## src/rtl/irq_pkg.sv

```systemverilog
// Shared constants for the interrupt controller: register map, FSM states,
// and the layout of the ACTIVE status register.
package irq_pkg;

  localparam logic [1:0] IRQ_REG_MASK    = 2'd0;
  localparam logic [1:0] IRQ_REG_PENDING = 2'd1;
  localparam logic [1:0] IRQ_REG_ACTIVE  = 2'd2;
  localparam logic [1:0] IRQ_REG_SWTRIG  = 2'd3;

  localparam int IRQ_ACTIVE_BUSY_BIT = 31;

  typedef enum logic [1:0] {
    IDLE    = 2'd0,
    SERVICE = 2'd1,
    GAP     = 2'd2
  } irq_state_t;

endpackage

```

## src/rtl/irq_ctrl_if.sv

```systemverilog
// Bundles the interrupt controller's source lines, core handshake and register
// port. master = core/software side, slave = the controller.
interface irq_ctrl_if #(
  parameter int N_SRC = 4
);
  logic [N_SRC-1:0] src;
  logic             irq;
  logic [31:0]      irq_addr;
  logic             irq_ack;
  logic             we;
  logic [1:0]       addr;
  logic [31:0]      wd;
  logic [31:0]      rd;

  modport master (
    output src, irq_ack, we, addr, wd,
    input  irq, irq_addr, rd
  );

  modport slave (
    input  src, irq_ack, we, addr, wd,
    output irq, irq_addr, rd
  );
endinterface

```

## src/rtl/irq_prio_enc.sv

```systemverilog
// Fixed-priority encoder: lowest set bit of req wins; idx is 0 when nothing
// is requested.
module irq_prio_enc #(
  parameter int N = 4
) (
  input  logic [N-1:0] req,
  output logic         valid,
  output logic [2:0]   idx
);

  // NOTE: every output of a combinational block gets a default first, so no
  // path leaves it unassigned and no latch is inferred.
  always_comb begin
    valid = |req;
    idx   = '0;
    // Walk from the top down so the lowest requesting index overwrites last.
    for (int i = N - 1; i >= 0; i--) begin
      if (req[i]) idx = 3'(i);
    end
  end

endmodule

```

## src/rtl/irq_ctrl.sv

```systemverilog
// Interrupt controller in front of the mips core: edge-detected pending bits,
// software mask, fixed priority, irq/irq_ack handshake with a one-cycle gap.
// Define IRQ_CTRL_SYNC_EN to put a 2-flop synchronizer on every src line.
module irq_ctrl
  import irq_pkg::*;
#(
  parameter int               N_SRC      = 4,
  parameter logic [31:0]      VEC_BASE   = 32'h0000_0000,
  parameter logic [31:0]      VEC_STRIDE = 32'h0000_0040,
  parameter logic [N_SRC-1:0] MASK_RST   = {N_SRC{1'b1}}
) (
  input logic          clk,
  input logic          rst,
  irq_ctrl_if.slave    bus
);

  logic [N_SRC-1:0] src_in;
  logic [N_SRC-1:0] src_q;
  logic [N_SRC-1:0] rise;
  logic [N_SRC-1:0] sw_set;
  logic [N_SRC-1:0] wr_clr;
  logic [N_SRC-1:0] ack_clr;
  logic [N_SRC-1:0] pending;
  logic [N_SRC-1:0] mask;
  logic [N_SRC-1:0] eligible;
  logic             enc_valid;
  logic [2:0]       enc_idx;
  logic             ack_fire;

  irq_state_t  state, state_nxt;
  logic        irq_q, irq_nxt;
  logic [31:0] irq_addr_q, addr_nxt;
  logic [2:0]  id, id_nxt;

`ifdef IRQ_CTRL_SYNC_EN
  logic [N_SRC-1:0] sync1, sync2;

  always_ff @(posedge clk or posedge rst) begin
    if (rst) begin
      sync1 <= '0;
      sync2 <= '0;
    end else begin
      sync1 <= bus.src;
      sync2 <= sync1;
    end
  end

  assign src_in = sync2;
`else
  assign src_in = bus.src;
`endif

  assign rise     = src_in & ~src_q;
  assign sw_set   = (bus.we && bus.addr == IRQ_REG_SWTRIG)  ? bus.wd[N_SRC-1:0] : '0;
  assign wr_clr   = (bus.we && bus.addr == IRQ_REG_PENDING) ? bus.wd[N_SRC-1:0] : '0;
  assign ack_fire = (state == SERVICE) && bus.irq_ack;
  assign ack_clr  = ack_fire ? ((N_SRC)'(1) << id) : '0;
  assign eligible = pending & mask;

  // NOTE: sequential state uses non-blocking assignments so every register
  // samples pre-edge values regardless of statement order.
  always_ff @(posedge clk or posedge rst) begin
    if (rst) begin
      src_q   <= '0;
      pending <= '0;
      mask    <= MASK_RST;
    end else begin
      src_q   <= src_in;
      // Sets are applied after clears so a new request wins over a clear.
      pending <= (pending & ~(wr_clr | ack_clr)) | rise | sw_set;
      if (bus.we && bus.addr == IRQ_REG_MASK) mask <= bus.wd[N_SRC-1:0];
    end
  end

  irq_prio_enc #(.N(N_SRC)) u_enc (
    .req   (eligible),
    .valid (enc_valid),
    .idx   (enc_idx)
  );

  always_ff @(posedge clk or posedge rst) begin
    if (rst) begin
      state      <= IDLE;
      irq_q      <= 1'b0;
      irq_addr_q <= '0;
      id         <= '0;
    end else begin
      state      <= state_nxt;
      irq_q      <= irq_nxt;
      irq_addr_q <= addr_nxt;
      id         <= id_nxt;
    end
  end

  always_comb begin
    state_nxt = state;
    irq_nxt   = irq_q;
    addr_nxt  = irq_addr_q;
    id_nxt    = id;
    unique case (state)
      IDLE: begin
        if (enc_valid) begin
          id_nxt    = enc_idx;
          irq_nxt   = 1'b1;
          addr_nxt  = VEC_BASE + VEC_STRIDE * {29'd0, enc_idx};
          state_nxt = SERVICE;
        end
      end
      SERVICE: begin
        // Mask changes and higher-priority arrivals are ignored until ack.
        if (bus.irq_ack) begin
          irq_nxt   = 1'b0;
          state_nxt = GAP;
        end
      end
      GAP:     state_nxt = IDLE;
      default: state_nxt = IDLE;
    endcase
  end

  always_comb begin
    bus.rd = '0;
    unique case (bus.addr)
      IRQ_REG_MASK:    bus.rd = 32'(mask);
      IRQ_REG_PENDING: bus.rd = 32'(pending);
      IRQ_REG_ACTIVE: begin
        bus.rd[IRQ_ACTIVE_BUSY_BIT] = (state == SERVICE);
        bus.rd[2:0]                 = id;
      end
      default:         bus.rd = '0;
    endcase
  end

  assign bus.irq      = irq_q;
  assign bus.irq_addr = irq_addr_q;

  // Write data above the source count has no destination.
  logic unused_wd;
  assign unused_wd = ^bus.wd[31:N_SRC];

endmodule

```

## src/flat_wrapper.sv

```systemverilog
// flat-port wrapper written by rule: the top's interface ports become plain ports
module irq_ctrl_flat import irq_pkg::*;
#(
  parameter int               N_SRC      = 4,
  parameter logic [31:0]      VEC_BASE   = 32'h0000_0000,
  parameter logic [31:0]      VEC_STRIDE = 32'h0000_0040,
  parameter logic [N_SRC-1:0] MASK_RST   = {N_SRC{1'b1}}
)
  (clk, rst, bus_src, bus_irq_ack, bus_we, bus_addr, bus_wd, bus_irq, bus_irq_addr, bus_rd);
  irq_ctrl_if #(.N_SRC(N_SRC)) bus_i ();
  input logic clk;
  input logic rst;
  input wire logic [$bits(bus_i.src)-1:0] bus_src;
  input wire logic [$bits(bus_i.irq_ack)-1:0] bus_irq_ack;
  input wire logic [$bits(bus_i.we)-1:0] bus_we;
  input wire logic [$bits(bus_i.addr)-1:0] bus_addr;
  input wire logic [$bits(bus_i.wd)-1:0] bus_wd;
  output wire logic [$bits(bus_i.irq)-1:0] bus_irq;
  output wire logic [$bits(bus_i.irq_addr)-1:0] bus_irq_addr;
  output wire logic [$bits(bus_i.rd)-1:0] bus_rd;
  assign bus_i.src = bus_src;
  assign bus_i.irq_ack = bus_irq_ack;
  assign bus_i.we = bus_we;
  assign bus_i.addr = bus_addr;
  assign bus_i.wd = bus_wd;
  assign bus_irq = bus_i.irq;
  assign bus_irq_addr = bus_i.irq_addr;
  assign bus_rd = bus_i.rd;
  irq_ctrl #(.N_SRC(N_SRC), .VEC_BASE(VEC_BASE), .VEC_STRIDE(VEC_STRIDE), .MASK_RST(MASK_RST)) u_core (.clk(clk), .rst(rst), .bus(bus_i));
endmodule
```

## config.mk

```make
export PLATFORM = sky130hd
export DESIGN_NAME = irq_ctrl_flat
export DESIGN_NICKNAME = d
export VERILOG_FILES = /design/src/rtl/irq_pkg.sv /design/src/rtl/irq_ctrl_if.sv /design/src/rtl/irq_prio_enc.sv /design/src/rtl/irq_ctrl.sv /design/src/flat_wrapper.sv
export SDC_FILE = /design/constraint.sdc
export NUM_CORES = 1
export LEC_CHECK = 0
export BUFFER_PORTS_ARGS = -buffer_cell sky130_fd_sc_hd__clkbuf_2
export CORE_ASPECT_RATIO = 0.8
export CORE_MARGIN = 2
export CORE_UTILIZATION = 35
export DETAILED_ROUTE_END_ITERATION = 7
export HOLD_SLACK_MARGIN = 0.15
export PLACE_DENSITY_LB_ADDON = 0.3
export SLEW_MARGIN = 30
export SYNTH_ARGS = -nofsm -noshare
export SYNTH_HDL_FRONTEND = slang
export SYNTH_SLANG_ARGS = --single-unit
```

## constraint.sdc

```tcl
create_clock -name clk -period 1.3 [get_ports clk]
set_input_delay 0 -clock clk [delete_from_list [all_inputs] [get_ports clk]]
set_output_delay 0 -clock clk [all_outputs]
set_load 0.03 [all_outputs]
```

==> flow_summary.ini <==
[drt]
wire_per_inst_um = 10.2
met3_length_um = 230
wl_met2_um = 989
highest_layer = met4
drt_iter0_drc = 40
vias = 863
drc = 0
dr.pass1.iters = 4
ant_nets = 0
finalWirelength_mm = 2.19
viasPerCell = 4.03
wirelength_met1_um = 963

[critical_path]
worst_path_largest_cell_delay_ns = 0.37
critPathLaunchType = flop
crit_arrival_ns = 1.41
cp.buffers_inverters = 0
critPathRequiredTime_ns = 1.44
crit_chain = nand3b_1 -> or3_1 -> a221o_1
path_class = flop to flop
critPathMaxFanout = 2
critPathSlowestCell = dfrtp_1
crit_family = simple AND/OR/NAND/NOR gates
end_kind = flop

[global_route]
antenna_found_initial = 0
grt_start_max_net_pins = 18
grt_pass1_vias = 666
grt.total_usage_pct = 10.1
grt-ovfl-total = 0
grt_pass1_wl_mm = 3.23

[clock_tree]
clock_latency_ns = 0.25
htree_levels = 1
cts_tree = yes
clkTransAtPathRegs_ns = 0.06
clock_sinks = 17
cts_root_buffer = clkbuf_8
cts_buffer_depth = 2
numCtsBuffers = 3

[yosys]
synth_seq_cells = 17
ys_warn_count = 0
syn_inst = 132
avgSynthCellArea_um2 = 9.56
synth_cell_types = 30
ys_seq_area_share_pct = 34.1
syn_area_um2 = 1260

[floorplanning]
core-area_um2 = 3450
start_util_pct = 36.6
die_area_um2 = 4110
fp.dieH_um = 57.7
die_x_um = 71.1
num_rows = 19
pin_count = 107

[placement]
dpl.cell_count = 199
dpl_worst_slack_ns = 0.0204
port_buffers = 21
routabilityCongestion = 0.832
dp_hpwl_mm = 1.75

[finish]
final_common_cell = conb_1
n_antenna_cell = 0
drive_gt1_share_pct = 26.2
nets = 215
seqCellArea_um2 = 433
syn_to_final_growth_pct = 11.5
layout_common_cells = conb_1, clkbuf_2, dlygate4sd3_1, dfrtp_1, buf_4
final-instance-count-excl-fill = 214
nFillCells = 350
multiInputGateArea_um2 = 593

[timing]
setup_viol = 0
final-hold-violation-count = 0
finalSetupTns_ns = 0
maxSlewHeadroom_pct = 55.8
fin_ws_ns = 0.0252
fin_crit_ns = 1.27
slew_violations = 0
worst_pin_slew_ns = 0.663
fin_worst_skew_ns = 0.00186
fmax_ghz = 0.784
rsz0062_at_grt = yes
post-route-period-util_pct = 98.1

[pwr]
p_leak_nw = 0.720
power_density_nw_per_um2 = 1650
ir_drop_mv = 0.738

[min_path]
min_path_type = input port to flop

[job]
maxCapViolations = 0

[run_status]
outcome = finished, final reports clean
-- per-stage QoR --
| step | power [W] | cell area (um^2) | util (%) | hold WS, ns |
|---|---|---|---|---|
| finish | 0.00233 | 1410 | 40.8 | 0.199 |
| global route | 0.00247 | 1410 | 40.8 | 0.223 |
| floorplan | 0.00169 | 1480 | - | -0.0770 |
| global placement | 0.00189 | 1250 | 36.2 | 0.0998 |
| CTS | 0.00233 | 1410 | 40.8 | 0.190 |
| detailed placement | 0.00190 | 1250 | 36.2 | 0.114 |
-- per-layer routing --
| layer | vias to the layer above | global-route usage (%) |
|---|---|---|
| met1 | 400 | 14.8 |
| met4 | 0 | 1.62 |
| met5 | - | 0 |
| li1 | 413 | - |
| met2 | 48 | 14.4 |
| met3 | 2 | 3.83 |
-- synth_stat cells (all sizes together) --
master	number	area, um^2
buf	59	438
dfrtp	13	325
a21oi	5	25.0
nand2	5	18.8
a221o	4	40.0
dfstp	4	105
mux2	4	45.0
mux2i	4	40.0
nor2b	4	25.0
a21boi	3	22.5
a22o	3	27.5
inv	3	11.3
nand3	3	15.0
nor2	3	11.3
and3b	2	18.8
o21ai	2	10.0
a32o	1	10.0
and3	1	6.26
conb	1	3.75
nand2b	1	6.26
nand3b	1	7.51
nand4	1	6.26
nand4b	1	8.76
nor3b	1	12.5
o21a	1	7.51
o311ai	1	8.76
or3	1	6.26
-- worst min-delay path: cells and delay by family --
| kind | cells | cell delay [ns] |
|---|---|---|
| buf+inv | 1 | 0.12 |
| simple gates | 2 | 0.17 |
| compound gates | 1 | 0.11 |
-- sequential cells by signal, summed over array words and instances, names as in the netlist --
| name | cells |
|---|---|
| u_core.src_q | 4 |
| u_core.mask | 4 |
| u_core.bus.irq | 1 |
| u_core.pending | 4 |
| u_core.state | 2 |
| u_core.id | 2 |
-- report_power, final --
part	switching [W]	internal, W	total (W)
logic	0.000710	0.000415	0.00113
clock network	0.000177	0.000218	0.000394
registers	0.000108	0.000698	0.000806
total	0.000995	0.00133	0.00233
-- cell type report --
class	instances	share of cell area (%)
Clock buffer	4	3.20
Timing Repair Buffer	39	19.4
Tap cell	42	3.73
Multi-Input combinational cell	109	42.1
Sequential cell	17	30.8
Inverter	3	0.800
-- path summary, 6_finish.rpt --
kind | startpoint | slack, ns | depth (start not counted) | to
min in group asynchronous | rst | 0.37 | 3 | u_core.src_q[2]
worst max-delay path | u_core.state[1] | 0.03 | 3 | u_core.pending[2]
worst max register to register | u_core.state[1] | 0.03 | 3 | u_core.pending[2]
worst min-delay path | bus_we | 0.20 | 4 | u_core.pending[0]
worst min register to register | u_core.bus.irq | 0.51 | 1 | u_core.bus.irq
max in group asynchronous | rst | 0.46 | 3 | u_core.id[0]
-- timing repair --
action | CTS | global route
cloned | 0 | 0
endpoints found under the setup margin | 1 | 6
pin swaps | 0 | 1
hold buffers | 11 | 0
resized for setup | 2 | 5
hold endpoints to repair | 26 | 0
buffers inserted | 0 | 0
-- logic make-up after synthesis --
kind of cell    Yosys count  synth area share (%)
other cells               1                 0.297
compound gates           20                  12.0
mux                       8                  6.74
buf+inv                  62                  35.6
simple gates             24                  11.3
flops                    17                  34.1
(Power assumes the default switching activity.)
